**config.mk**
```make
export PLATFORM = sky130hd
export DESIGN_NAME = mc_ctrl
export DESIGN_NICKNAME = d
export VERILOG_FILES = /design/src/rtl/mc_ctrl.sv
export SDC_FILE = /design/constraint.sdc
export NUM_CORES = 1
export LEC_CHECK = 0
export CAP_MARGIN = 0
export CORE_ASPECT_RATIO = 1.2
export CORE_UTILIZATION = 28
export DETAILED_ROUTE_END_ITERATION = 10
export PLACE_DENSITY = 0.85
export SLEW_MARGIN = 20
export SYNTH_ARGS = -nofsm -noshare
export SYNTH_HDL_FRONTEND = slang
export SYNTH_SLANG_ARGS = --single-unit
```
**constraint.sdc**
```tcl
create_clock -name clk -period 2.05 [get_ports clk]
set_input_delay 0.3075 -clock clk [delete_from_list [all_inputs] [get_ports clk]]
set_output_delay 0.3075 -clock clk [all_outputs]
set_load 0.1 [all_outputs]
```
**src/rtl/mc_ctrl.sv**
```systemverilog
// rtl/mc_ctrl.sv - multi-cycle FETCH/DECODE/EXEC/MEM/WB control unit with memory handshake
// Optional retired-instruction counter enabled by defining MC_CTRL_PERF_EN.
module mc_ctrl #(
    parameter int PERF_W = 32
) (
    input  logic              clk,
    input  logic              reset,
    input  logic [31:0]       instr,
    input  logic              eq,
    input  logic              mem_ready,
    output logic              PcWe,
    output logic              IrWe,
    output logic              WeGrf,
    output logic              WeDm,
    output logic              mem_req,
    output logic [1:0]        RegDst,
    output logic [1:0]        WhichtoReg,
    output logic              AluSrc,
    output logic [2:0]        AluOp,
    output logic              sign,
    output logic              branch,
    output logic              JType,
    output logic              jr,
    output logic [2:0]        state,
    output logic [PERF_W-1:0] perf_instret
);

    typedef enum logic [2:0] {
        S_FETCH  = 3'd0,
        S_DECODE = 3'd1,
        S_EXEC   = 3'd2,
        S_MEM    = 3'd3,
        S_WB     = 3'd4
    } state_t;

    localparam logic [2:0] ALU_ADD = 3'd0;
    localparam logic [2:0] ALU_SUB = 3'd1;
    localparam logic [2:0] ALU_OR  = 3'd2;
    localparam logic [2:0] ALU_LUI = 3'd3;

    state_t r_state;
    state_t w_next;

    logic [5:0] w_op;
    logic [5:0] w_funct;
    logic w_addu, w_subu, w_jr, w_j, w_jal, w_beq, w_ori, w_lui, w_lw, w_sw;
    logic w_rtype_alu;

    logic       w_pc_we, w_ir_we, w_we_grf, w_we_dm, w_mem_req;
    logic [1:0] w_reg_dst, w_which_to_reg;
    logic       w_alu_src, w_sign, w_branch, w_jtype, w_jr_sel;
    logic [2:0] w_alu_op;

    // eq is consumed by the NPC; only the opcode/funct fields steer this FSM.
    logic w_unused;
    assign w_unused = &{1'b0, eq, instr[25:6]};

    assign w_op        = instr[31:26];
    assign w_funct     = instr[5:0];
    assign w_addu      = (w_op == 6'h00) && (w_funct == 6'h21);
    assign w_subu      = (w_op == 6'h00) && (w_funct == 6'h23);
    assign w_jr        = (w_op == 6'h00) && (w_funct == 6'h08);
    assign w_j         = (w_op == 6'h02);
    assign w_jal       = (w_op == 6'h03);
    assign w_beq       = (w_op == 6'h04);
    assign w_ori       = (w_op == 6'h0D);
    assign w_lui       = (w_op == 6'h0F);
    assign w_lw        = (w_op == 6'h23);
    assign w_sw        = (w_op == 6'h2B);
    assign w_rtype_alu = w_addu || w_subu;

    always_ff @(posedge clk or negedge reset) begin
        if (!reset) begin
            r_state <= S_FETCH;
        end else begin
            r_state <= w_next;
        end
    end

    always_comb begin
        w_next         = S_FETCH;
        w_pc_we        = 1'b0;
        w_ir_we        = 1'b0;
        w_we_grf       = 1'b0;
        w_we_dm        = 1'b0;
        w_mem_req      = 1'b0;
        w_reg_dst      = 2'd0;
        w_which_to_reg = 2'd0;
        w_alu_src      = 1'b0;
        w_alu_op       = ALU_ADD;
        w_sign         = 1'b0;
        w_branch       = 1'b0;
        w_jtype        = 1'b0;
        w_jr_sel       = 1'b0;

        // ALU controls are set up in EXEC and held through MEM/WB so operands stay stable.
        if (r_state == S_EXEC || r_state == S_MEM || r_state == S_WB) begin
            if (w_subu || w_beq) w_alu_op = ALU_SUB;
            else if (w_ori)      w_alu_op = ALU_OR;
            else if (w_lui)      w_alu_op = ALU_LUI;
            w_alu_src = w_ori || w_lui || w_lw || w_sw;
            w_sign    = w_lw || w_sw || w_beq;
        end

        case (r_state)
            S_FETCH: begin
                w_ir_we = 1'b1;
                w_next  = S_DECODE;
            end
            S_DECODE: begin
                if (w_j || w_jal) begin
                    w_jtype = 1'b1;
                    w_pc_we = 1'b1;
                    if (w_jal) begin
                        w_we_grf       = 1'b1;
                        w_reg_dst      = 2'd2;
                        w_which_to_reg = 2'd2;
                    end
                end else if (w_jr) begin
                    w_jr_sel = 1'b1;
                    w_pc_we  = 1'b1;
                end else if (w_rtype_alu || w_ori || w_lui || w_lw || w_sw || w_beq) begin
                    w_next = S_EXEC;
                end else begin
                    w_pc_we = 1'b1;
                end
            end
            S_EXEC: begin
                if (w_beq) begin
                    w_branch = 1'b1;
                    w_pc_we  = 1'b1;
                end else if (w_lw || w_sw) begin
                    w_next = S_MEM;
                end else if (w_rtype_alu || w_ori || w_lui) begin
                    w_next = S_WB;
                end
            end
            S_MEM: begin
                w_mem_req = 1'b1;
                if (w_sw) begin
                    w_we_dm = mem_ready;
                    w_pc_we = mem_ready;
                    w_next  = mem_ready ? S_FETCH : S_MEM;
                end else if (w_lw) begin
                    w_next = mem_ready ? S_WB : S_MEM;
                end
            end
            S_WB: begin
                w_we_grf       = 1'b1;
                w_pc_we        = 1'b1;
                w_reg_dst      = w_rtype_alu ? 2'd1 : 2'd0;
                w_which_to_reg = w_lw ? 2'd1 : 2'd0;
            end
            default: begin
                w_alu_src = 1'b0;
                w_sign    = 1'b0;
            end
        endcase
    end

    // Reset gates every control so an in-flight memory access is cut off immediately.
    assign PcWe       = reset & w_pc_we;
    assign IrWe       = reset & w_ir_we;
    assign WeGrf      = reset & w_we_grf;
    assign WeDm       = reset & w_we_dm;
    assign mem_req    = reset & w_mem_req;
    assign RegDst     = reset ? w_reg_dst      : 2'd0;
    assign WhichtoReg = reset ? w_which_to_reg : 2'd0;
    assign AluSrc     = reset & w_alu_src;
    assign AluOp      = reset ? w_alu_op       : 3'd0;
    assign sign       = reset & w_sign;
    assign branch     = reset & w_branch;
    assign JType      = reset & w_jtype;
    assign jr         = reset & w_jr_sel;
    assign state      = r_state;

`ifdef MC_CTRL_PERF_EN
    logic [PERF_W-1:0] r_instret;

    always_ff @(posedge clk or negedge reset) begin
        if (!reset) begin
            r_instret <= '0;
        end else if (PcWe) begin
            r_instret <= r_instret + {{(PERF_W-1){1'b0}}, 1'b1};
        end
    end

    assign perf_instret = r_instret;
`else
    assign perf_instret = '0;
`endif

endmodule

```
==> flow_summary.json, run 1 <==
{
  "status": "finished clean",
  "overflow": 0,
  "dr.pass1.iters": 4,
  "crit_slowest_cell": "dfrtp_4",
  "ant_nets": 0,
  "grt_max_degree": 10,
  "synth_largest_area_cell": "buf_4",
  "fmaxAchievable_mhz": 488.5,
  "reg2reg_depth": 3,
  "place_congestion": 0.8259,
  "die_x_um": 48.40,
  "pin_count": 88,
  "setup_violations": 0,
  "numPortBuffers": 33,
  "fp.dieH_um": 57.67,
  "antenna_found_initial": 0,
  "stdcell_area_um2": 1570,
  "root_buffer": "clkbuf_4",
  "crit_path_cell_trace": "nand2b_4, or3b_4, nor3_4, buf_12",
  "num-fill-cells": 178,
  "initial_utilization": 0.3042,
  "drv_slew": 0,
  "finalCritPeriodShare": 0.9986,
  "dieArea_um2": 2791,
  "slowest_delay_ns": 0.48,
  "ff2ff_setup_slack_ns": 0.82,
  "coreArea_um2": 2377,
  "worstSkewPairLatency_ns": 0.25,
  "rsz0062_at_grt": "true",
  "syn-instance-count": 100,
  "drtIter0Drc": 21,
  "rows": 19,
  "drc_errors": 0,
  "wl_per_cell_um": 13.27,
  "p_per_area_nw_per_um2": 648.1,
  "hold_class": "input pin to async pin",
  "htree_levels": 1,
  "hpwl_mm": 1.902,
  "clock_path_buffers": 2,
  "placed_cell_area_um2": 1408,
  "critPathMaxFanout": 4,
  "r2r-start": "state[1]",
  "rr_endpoint": "state[0]",
  "avgSynthCellArea_um2": 7.232,
  "yosysSeqAreaShare": 0.1038,
  "peakVddDrop_mv": 0.3762,
  "wl_mm": 2.615,
  "critPathArrivalTime_ns": 1.74,
  "drv_cap": 0,
  "cp-start-kind": "flop",
  "required_ns": 1.74,
  "synthTopCellsByArea": "buf_4 (35%), dfrtp_1 (10%), nor3_1 (4.8%)",
  "numCtsBuffers": 3,
  "synth_area_um2": 723.2,
  "critPathKind": "flop to output pin",
  "cts_tree": "yes",
  "clk_pin_slew_ns": 0.04,
  "n_antenna_cell": 0,
  "via_per_inst": 4.711,
  "synth_edf_count": 0,
  "track_usage": 0.1899,
  "grt_pass1_vias": 897,
  "synth_common_cells": "buf_4 (34), nor3_1 (7), nand2_1 (6), nand3_1 (6), nor2_1 (4)",
  "drive_gt1_frac": 0.5602,
  "largest_register_ffs": 3,
  "synth-async-reset-ratio": 1.000,
  "num_vias": 928,
  "fin_skew_ns": 0.007520,
  "ys_warn_count": 0,
  "finalNetCount": 203,
  "final-hold-violation-count": 0,
  "ys_types": 37,
  "grt_pass1_wl_mm": 3.981,
  "power_mw": 1.018,
  "period_minus_slack_ns": 2.047,
  "areaGrowthSynthToFinish_pct": 117.1,
  "synthFlopType": "dfrtp_1",
  "leakage_nw": 0.7416,
  "cts_sinks": 3,
  "cp-end-kind": "output pin",
  "synth-seq-cells": 3,
  "synth.most_common_cell": "buf_4",
  "synth_top_area_frac": 0.3529
}
repair_timing:
item,in CTS,in global routing
endpoints found under the setup margin,14,9
gates resized for setup,25,9
gates cloned,0,0
buffers inserted,8,1
hold buffers,0,0
pin swaps,7,0
critical path, delay by kind of cell (launching register included):
kind	cells	cell delay (ns)
buffers and inverters	1	0.20
DFF	1	0.48
and+or+nand+nor	3	0.81
power breakdown:
part | switching [mW] | internal (mW) | total [mW]
sequential | 0.0251 | 0.0787 | 0.104
clock | 0.0428 | 0.0737 | 0.117
combinational | 0.598 | 0.200 | 0.797
total | 0.665 | 0.352 | 1.02
metrics by stage:
step	setup WS [ns]	setup TNS [ns]	utilization	hold WS (ns)	instances
2_1_floorplan	-0.3483	-1.303	-	0.01193	132
3_3_place_gp	-0.2691	-2.453	0.5921	0.5740	184
3_5_place_dp	-0.3136	-2.889	0.5921	0.6008	184
4_1_cts	0.002543	0	0.6458	0.1648	196
5_1_grt	-0.04718	-0.1151	0.6605	0.1857	197
6_report	0.002889	0	0.6605	0.1607	197
metal layers:
layer,vias to the layer above,global-route usage,wire length (um)
met1,432,0.1774,864
li1,420,-,-
met4,0,0.1555,117
met3,10,0.02625,194
met5,-,0,0
met2,66,0.3682,1438
worst max-delay path by stage:
| stage | slack (ns) | cells after the start | end | start |
|---|---|---|---|---|
| 2_1_floorplan | -0.35 | 3 | WhichtoReg[0] | state[1] |
| 4_1_cts | 0.003 | 6 | RegDst[1] | instr[31] |
| 3_5_place_dp | -0.31 | 6 | RegDst[1] | instr[28] |
| 6_report | 0.003 | 4 | WhichtoReg[0] | state[1] |
| 5_1_grt | -0.05 | 5 | PcWe | state[2] |
| 3_3_place_gp | -0.27 | 6 | WeGrf | instr[28] |
layout make-up:
| type | instances | area, um^2 | share of cell area |
|---|---|---|---|
| clock buffers | 4 | 26.28 | 0.01673 |
| well taps | 31 | 38.79 | 0.02470 |
| flip-flops and latches | 3 | 86.33 | 0.05498 |
| multi-input cells | 91 | 686.9 | 0.4374 |
| inverters | 2 | 11.26 | 0.007171 |
| repair buffers | 66 | 720.7 | 0.4590 |
layout by cell type (no fill, tap or decap), drive strengths merged, types with 3 or more instances in the layout:
| master | n |
|---|---|
| clkdlybuf4s50 | 5 |
| nand3 | 6 |
| nand2 | 6 |
| nor3b | 3 |
| buf | 55 |
| dfrtp | 3 |
| nor2 | 5 |
| conb | 33 |
| nor3 | 8 |
| and3 | 3 |
| nand2b | 3 |
| clkbuf | 4 |
| dlygate4sd2 | 3 |
cells by family after synthesis:
kind of cell | Yosys count | synth area share
buffers and inverters | 38 | 0.3737
AOI/OAI and AO/OA | 12 | 0.1228
other | 1 | 0.005185
and+or+nand+nor | 46 | 0.3945
DFF | 3 | 0.1038
No activity file was read; power rests on OpenSTA's default activity.
==> run 2: changes to the inputs <==
Settings changed: MAX_ROUTING_LAYER from default to met4.
==> flow_summary.json, run 2 (synthesis results as in run 1) <==
{
  "status": "finished clean",
  "slowest_delay_ns": 0.47,
  "finalCritPeriodShare": 0.9967,
  "dp_slack_ns": -0.3136,
  "drv_slew": 0,
  "whs_ns": 0.1646,
  "cts_tree": "yes",
  "clock_path_buffers": 2,
  "drive_gt1_frac": 0.5602,
  "period_minus_slack_ns": 2.043,
  "final-hold-violation-count": 0,
  "dr.pass1.iters": 4,
  "clk_pin_slew_ns": 0.04,
  "crit_path_cell_trace": "nand4b_1, or4_1, a21o_1, nand3_2, buf_12",
  "die_x_um": 48.40,
  "num_vias": 916,
  "pin_count": 88,
  "fp.dieH_um": 57.67,
  "dieArea_um2": 2791,
  "worstSkewPairLatency_ns": 0.25,
  "hpwl_mm": 1.902,
  "cts_sinks": 3,
  "cp-end-kind": "output pin",
  "drc_errors": 0,
  "via_per_inst": 4.650,
  "grt_max_degree": 10,
  "rr_endpoint": "state[0]",
  "leakage_nw": 0.7416,
  "n_antenna_cell": 0,
  "track_usage": 0.1959,
  "layout.cells.most_common_list": "buf_4 (35), conb_1 (33), buf_12 (16)",
  "grt_pass1_vias": 895,
  "r2r-start": "state[1]",
  "htree_levels": 1,
  "p_per_area_nw_per_um2": 647.2,
  "drtIter0Drc": 26,
  "areaGrowthSynthToFinish_pct": 117.1,
  "initial_utilization": 0.3042,
  "hold_class": "input pin to async pin",
  "antenna_found_initial": 0,
  "reg2reg_depth": 3,
  "rows": 19,
  "path_delay_family": "simple AND/OR/NAND/NOR gates",
  "num-fill-cells": 178,
  "cp-start-kind": "flop",
  "crit_slowest_cell": "dfrtp_4",
  "drv_cap": 0,
  "postCtsHoldBufs": 0,
  "wl_mm": 2.617,
  "largest_register_ffs": 3,
  "root_buffer": "clkbuf_4",
  "ff2ff_setup_slack_ns": 0.84,
  "rsz0062_at_grt": "true",
  "setup_violations": 0,
  "fmaxAchievable_mhz": 489.4,
  "setup_ws_ns": 0.006835,
  "numPortBuffers": 33,
  "ant_nets": 0,
  "layout_commonest_cell": "buf_4",
  "coreArea_um2": 2377,
  "grt_pass1_wl_mm": 3.981,
  "cp_num_buf_inv": 1,
  "fin_skew_ns": 0.005873,
  "peakVddDrop_mv": 0.3754,
  "required_ns": 1.74,
  "critPathMaxFanout": 2,
  "critPathKind": "flop to output pin",
  "numCtsBuffers": 3,
  "place_congestion": 0.8384,
  "critPathArrivalTime_ns": 1.74,
  "wl_per_cell_um": 13.28,
  "overflow": 0,
  "finalNetCount": 203
}
run 2: power by group:
group | leakage [nW] | internal [mW] | switching (mW) | total (mW)
clock network | 0.0150 | 0.0736 | 0.0411 | 0.115
logic | 0.692 | 0.200 | 0.597 | 0.796
registers | 0.0347 | 0.0787 | 0.0265 | 0.105
run 2: metrics by stage:
| step | TNS, ns | cell area, um^2 | util | cells | power (mW) |
|---|---|---|---|---|---|
| final | 0 | 1570 | 0.6605 | 197 | 1.016 |
| after global routing | -0.1141 | 1570 | 0.6605 | 197 | 1.041 |
| after CTS | 0 | 1535 | 0.6458 | 196 | 0.9911 |
| after detailed placement | -2.889 | 1408 | 0.5921 | 184 | 0.8043 |
| after global placement | -2.453 | 1408 | 0.5921 | 184 | 0.7932 |
| after floorplan | -1.303 | 991.0 | - | 132 | 0.7118 |
run 2: repair_timing:
action | CTS | global route
resized for setup | 25 | 9
endpoints found under the setup margin | 14 | 9
buffers inserted | 8 | 1
pin swaps | 7 | 0
run 2: worst max-delay path by stage:
stage | to | cells past startpoint | from | slack (ns)
after global placement | WeGrf | 6 | instr[28] | -0.27
after CTS | RegDst[1] | 6 | instr[31] | 0.003
after floorplan | WhichtoReg[0] | 3 | state[1] | -0.35
after detailed placement | RegDst[1] | 6 | instr[28] | -0.31
after global routing | PcWe | 5 | state[2] | -0.05
final | PcWe | 5 | state[2] | 0.007
run 2: layout make-up:
type | count | area, um^2 | area share
Clock buffer | 4 | 26.28 | 0.01673
Inverter | 2 | 11.26 | 0.007171
Multi-Input combinational cell | 91 | 686.9 | 0.4374
Sequential cell | 3 | 86.33 | 0.05498
Tap cell | 31 | 38.79 | 0.02470
Timing Repair Buffer | 66 | 720.7 | 0.4590
run 2: routing by layer:
metal	routed length (um)	vias to the layer above	GRT usage
met2	1448	61	0.3682
met4	116	0	0.1555
met5	0	-	-
li1	-	419	-
met3	182	10	0.02625
met1	870	426	0.1774
==> run 3: changes to the inputs <==
Settings changed: GPL_TIMING_DRIVEN from default to 0, REMOVE_ABC_BUFFERS from default to 1.
==> flow_summary.json, run 3 (synthesis results as in run 1) <==
{
  "hpwl_mm": 1.356,
  "rr_endpoint": "state[2]",
  "crit_slowest_cell": "or4_4",
  "place_congestion": 0.8204,
  "num_vias": 790,
  "wl_per_cell_um": 11.95,
  "finalNetCount": 179,
  "reg2reg_depth": 4,
  "track_usage": 0.1443,
  "fin_skew_ns": 0.003849,
  "drv_slew": 0,
  "r2r-start": "state[0]",
  "drive_gt1_frac": 0.4225,
  "pin_count": 88,
  "antenna_found_initial": 0,
  "worstSkewPairLatency_ns": 0.23,
  "numPortBuffers": 33,
  "setup_violations": 0,
  "whs_ns": 0.06735,
  "rsz0062_at_grt": "true",
  "fin_tns_setup_ns": 0,
  "n_antenna_cell": 0,
  "overflow": 0,
  "grt_max_degree": 11,
  "drc_errors": 0,
  "dr.pass1.iters": 4,
  "ant_nets": 0,
  "cp_num_buf_inv": 2,
  "cts_tree": "yes",
  "drv_cap": 0,
  "status": "finished clean",
  "crit_path_cell_trace": "clkbuf_2, or4_4, nand3b_4, o21a_1, nor2_4, buf_12",
  "hold_class": "input pin to async pin",
  "grt_pass1_vias": 676,
  "fp.dieH_um": 57.67,
  "htree_levels": 1,
  "critPathArrivalTime_ns": 1.72,
  "ff2ff_setup_slack_ns": 1.00,
  "path_delay_family": "simple AND/OR/NAND/NOR gates",
  "finalCritPeriodShare": 0.9912,
  "dieArea_um2": 2791,
  "die_x_um": 48.40,
  "clock_path_buffers": 2,
  "critPathMaxFanout": 6,
  "required_ns": 1.74,
  "slowest_delay_ns": 0.56,
  "areaGrowthSynthToFinish_pct": 63.84,
  "p_per_area_nw_per_um2": 763.0,
  "clk_pin_slew_ns": 0.04,
  "layout.cells.most_common_list": "conb_1 (33), buf_4 (11)",
  "cts_sinks": 3,
  "via_per_inst": 4.566,
  "rows": 19,
  "max_slew_margin": 0.3631,
  "fmaxAchievable_mhz": 492.1,
  "coreArea_um2": 2377,
  "critPathKind": "input pin to output pin",
  "numCtsBuffers": 3,
  "cp-end-kind": "output pin",
  "final-hold-violation-count": 0,
  "wl_mm": 2.068,
  "largest_register_ffs": 3,
  "worst_pin_slew_ns": 0.9592,
  "peakVddDrop_mv": 0.6024,
  "leakage_nw": 0.5507,
  "cp-start-kind": "input pin",
  "grt_pass1_wl_mm": 3.084,
  "root_buffer": "clkbuf_4",
  "drtIter0Drc": 12,
  "period_minus_slack_ns": 2.032,
  "initial_utilization": 0.3042,
  "layout_commonest_cell": "conb_1",
  "post-route-util": 0.4984
}
run 3: layout make-up:
| class | count | area (um^2) |
|---|---|---|
| clock buffers | 4 | 26.28 |
| fillers | 240 | 1192 |
| inverters | 2 | 7.507 |
| multi-input cells | 91 | 596.8 |
| flip-flops and latches | 3 | 78.83 |
| well taps | 31 | 38.79 |
| repair buffers | 42 | 436.7 |
run 3: worst max-delay path by stage:
stage | start | to | slack [ns] | cells after the start
after global routing | state[2] | PcWe | -0.02 | 5
after CTS | instr[31] | AluOp[0] | -0.1 | 6
final | instr[28] | AluOp[0] | 0.02 | 6
after detailed placement | instr[29] | AluOp[0] | -1.34 | 6
after floorplan | state[1] | WhichtoReg[0] | -1.86 | 3
after global placement | instr[29] | AluOp[0] | -1.32 | 6
run 3: worst register-to-register path: cells and delay by family, from the launching register on:
| kind | cells | cell delay (ns) |
|---|---|---|
| DFF | 1 | 0.46 |
| AOI/OAI and AO/OA | 1 | 0.19 |
| buffers and inverters | 1 | 0.16 |
| and+or+nand+nor | 2 | 0.11 |
run 3: stage by stage:
stage / power, mW / instance area, um^2 / std cells / worst slack [ns]
floorplan: 0.6074 / 580.6 / 96 / -1.862
global placement: 0.7080 / 949.7 / 160 / -1.317
detailed placement: 0.7108 / 949.7 / 160 / -1.339
CTS: 0.8949 / 1127 / 171 / -0.09831
global route: 0.9454 / 1185 / 173 / -0.01773
finish: 0.9040 / 1185 / 173 / 0.01804
run 3: repair_timing:
item / CTS / global route
resized for setup: 151 / 21
pin swaps: 4 / 5
hold endpoints to repair: 0 / 0
buffers inserted: 7 / 2
hold buffers: 0 / 0
setup endpoints to repair: 19 / 16
run 3: metal layers:
metal / global-route usage / wire (um) / up-vias
met5: - / 0 / -
met4: 0.05042 / 0 / 0
met3: 0.02887 / 214 / 0
met2: 0.2495 / 1080 / 60
met1: 0.1669 / 773 / 360
li1: - / - / 370
run 3: where the power goes:
part / switching, mW / internal [mW]
clock: 0.0305 / 0.0729
combinational: 0.546 / 0.152
sequential: 0.0295 / 0.0733
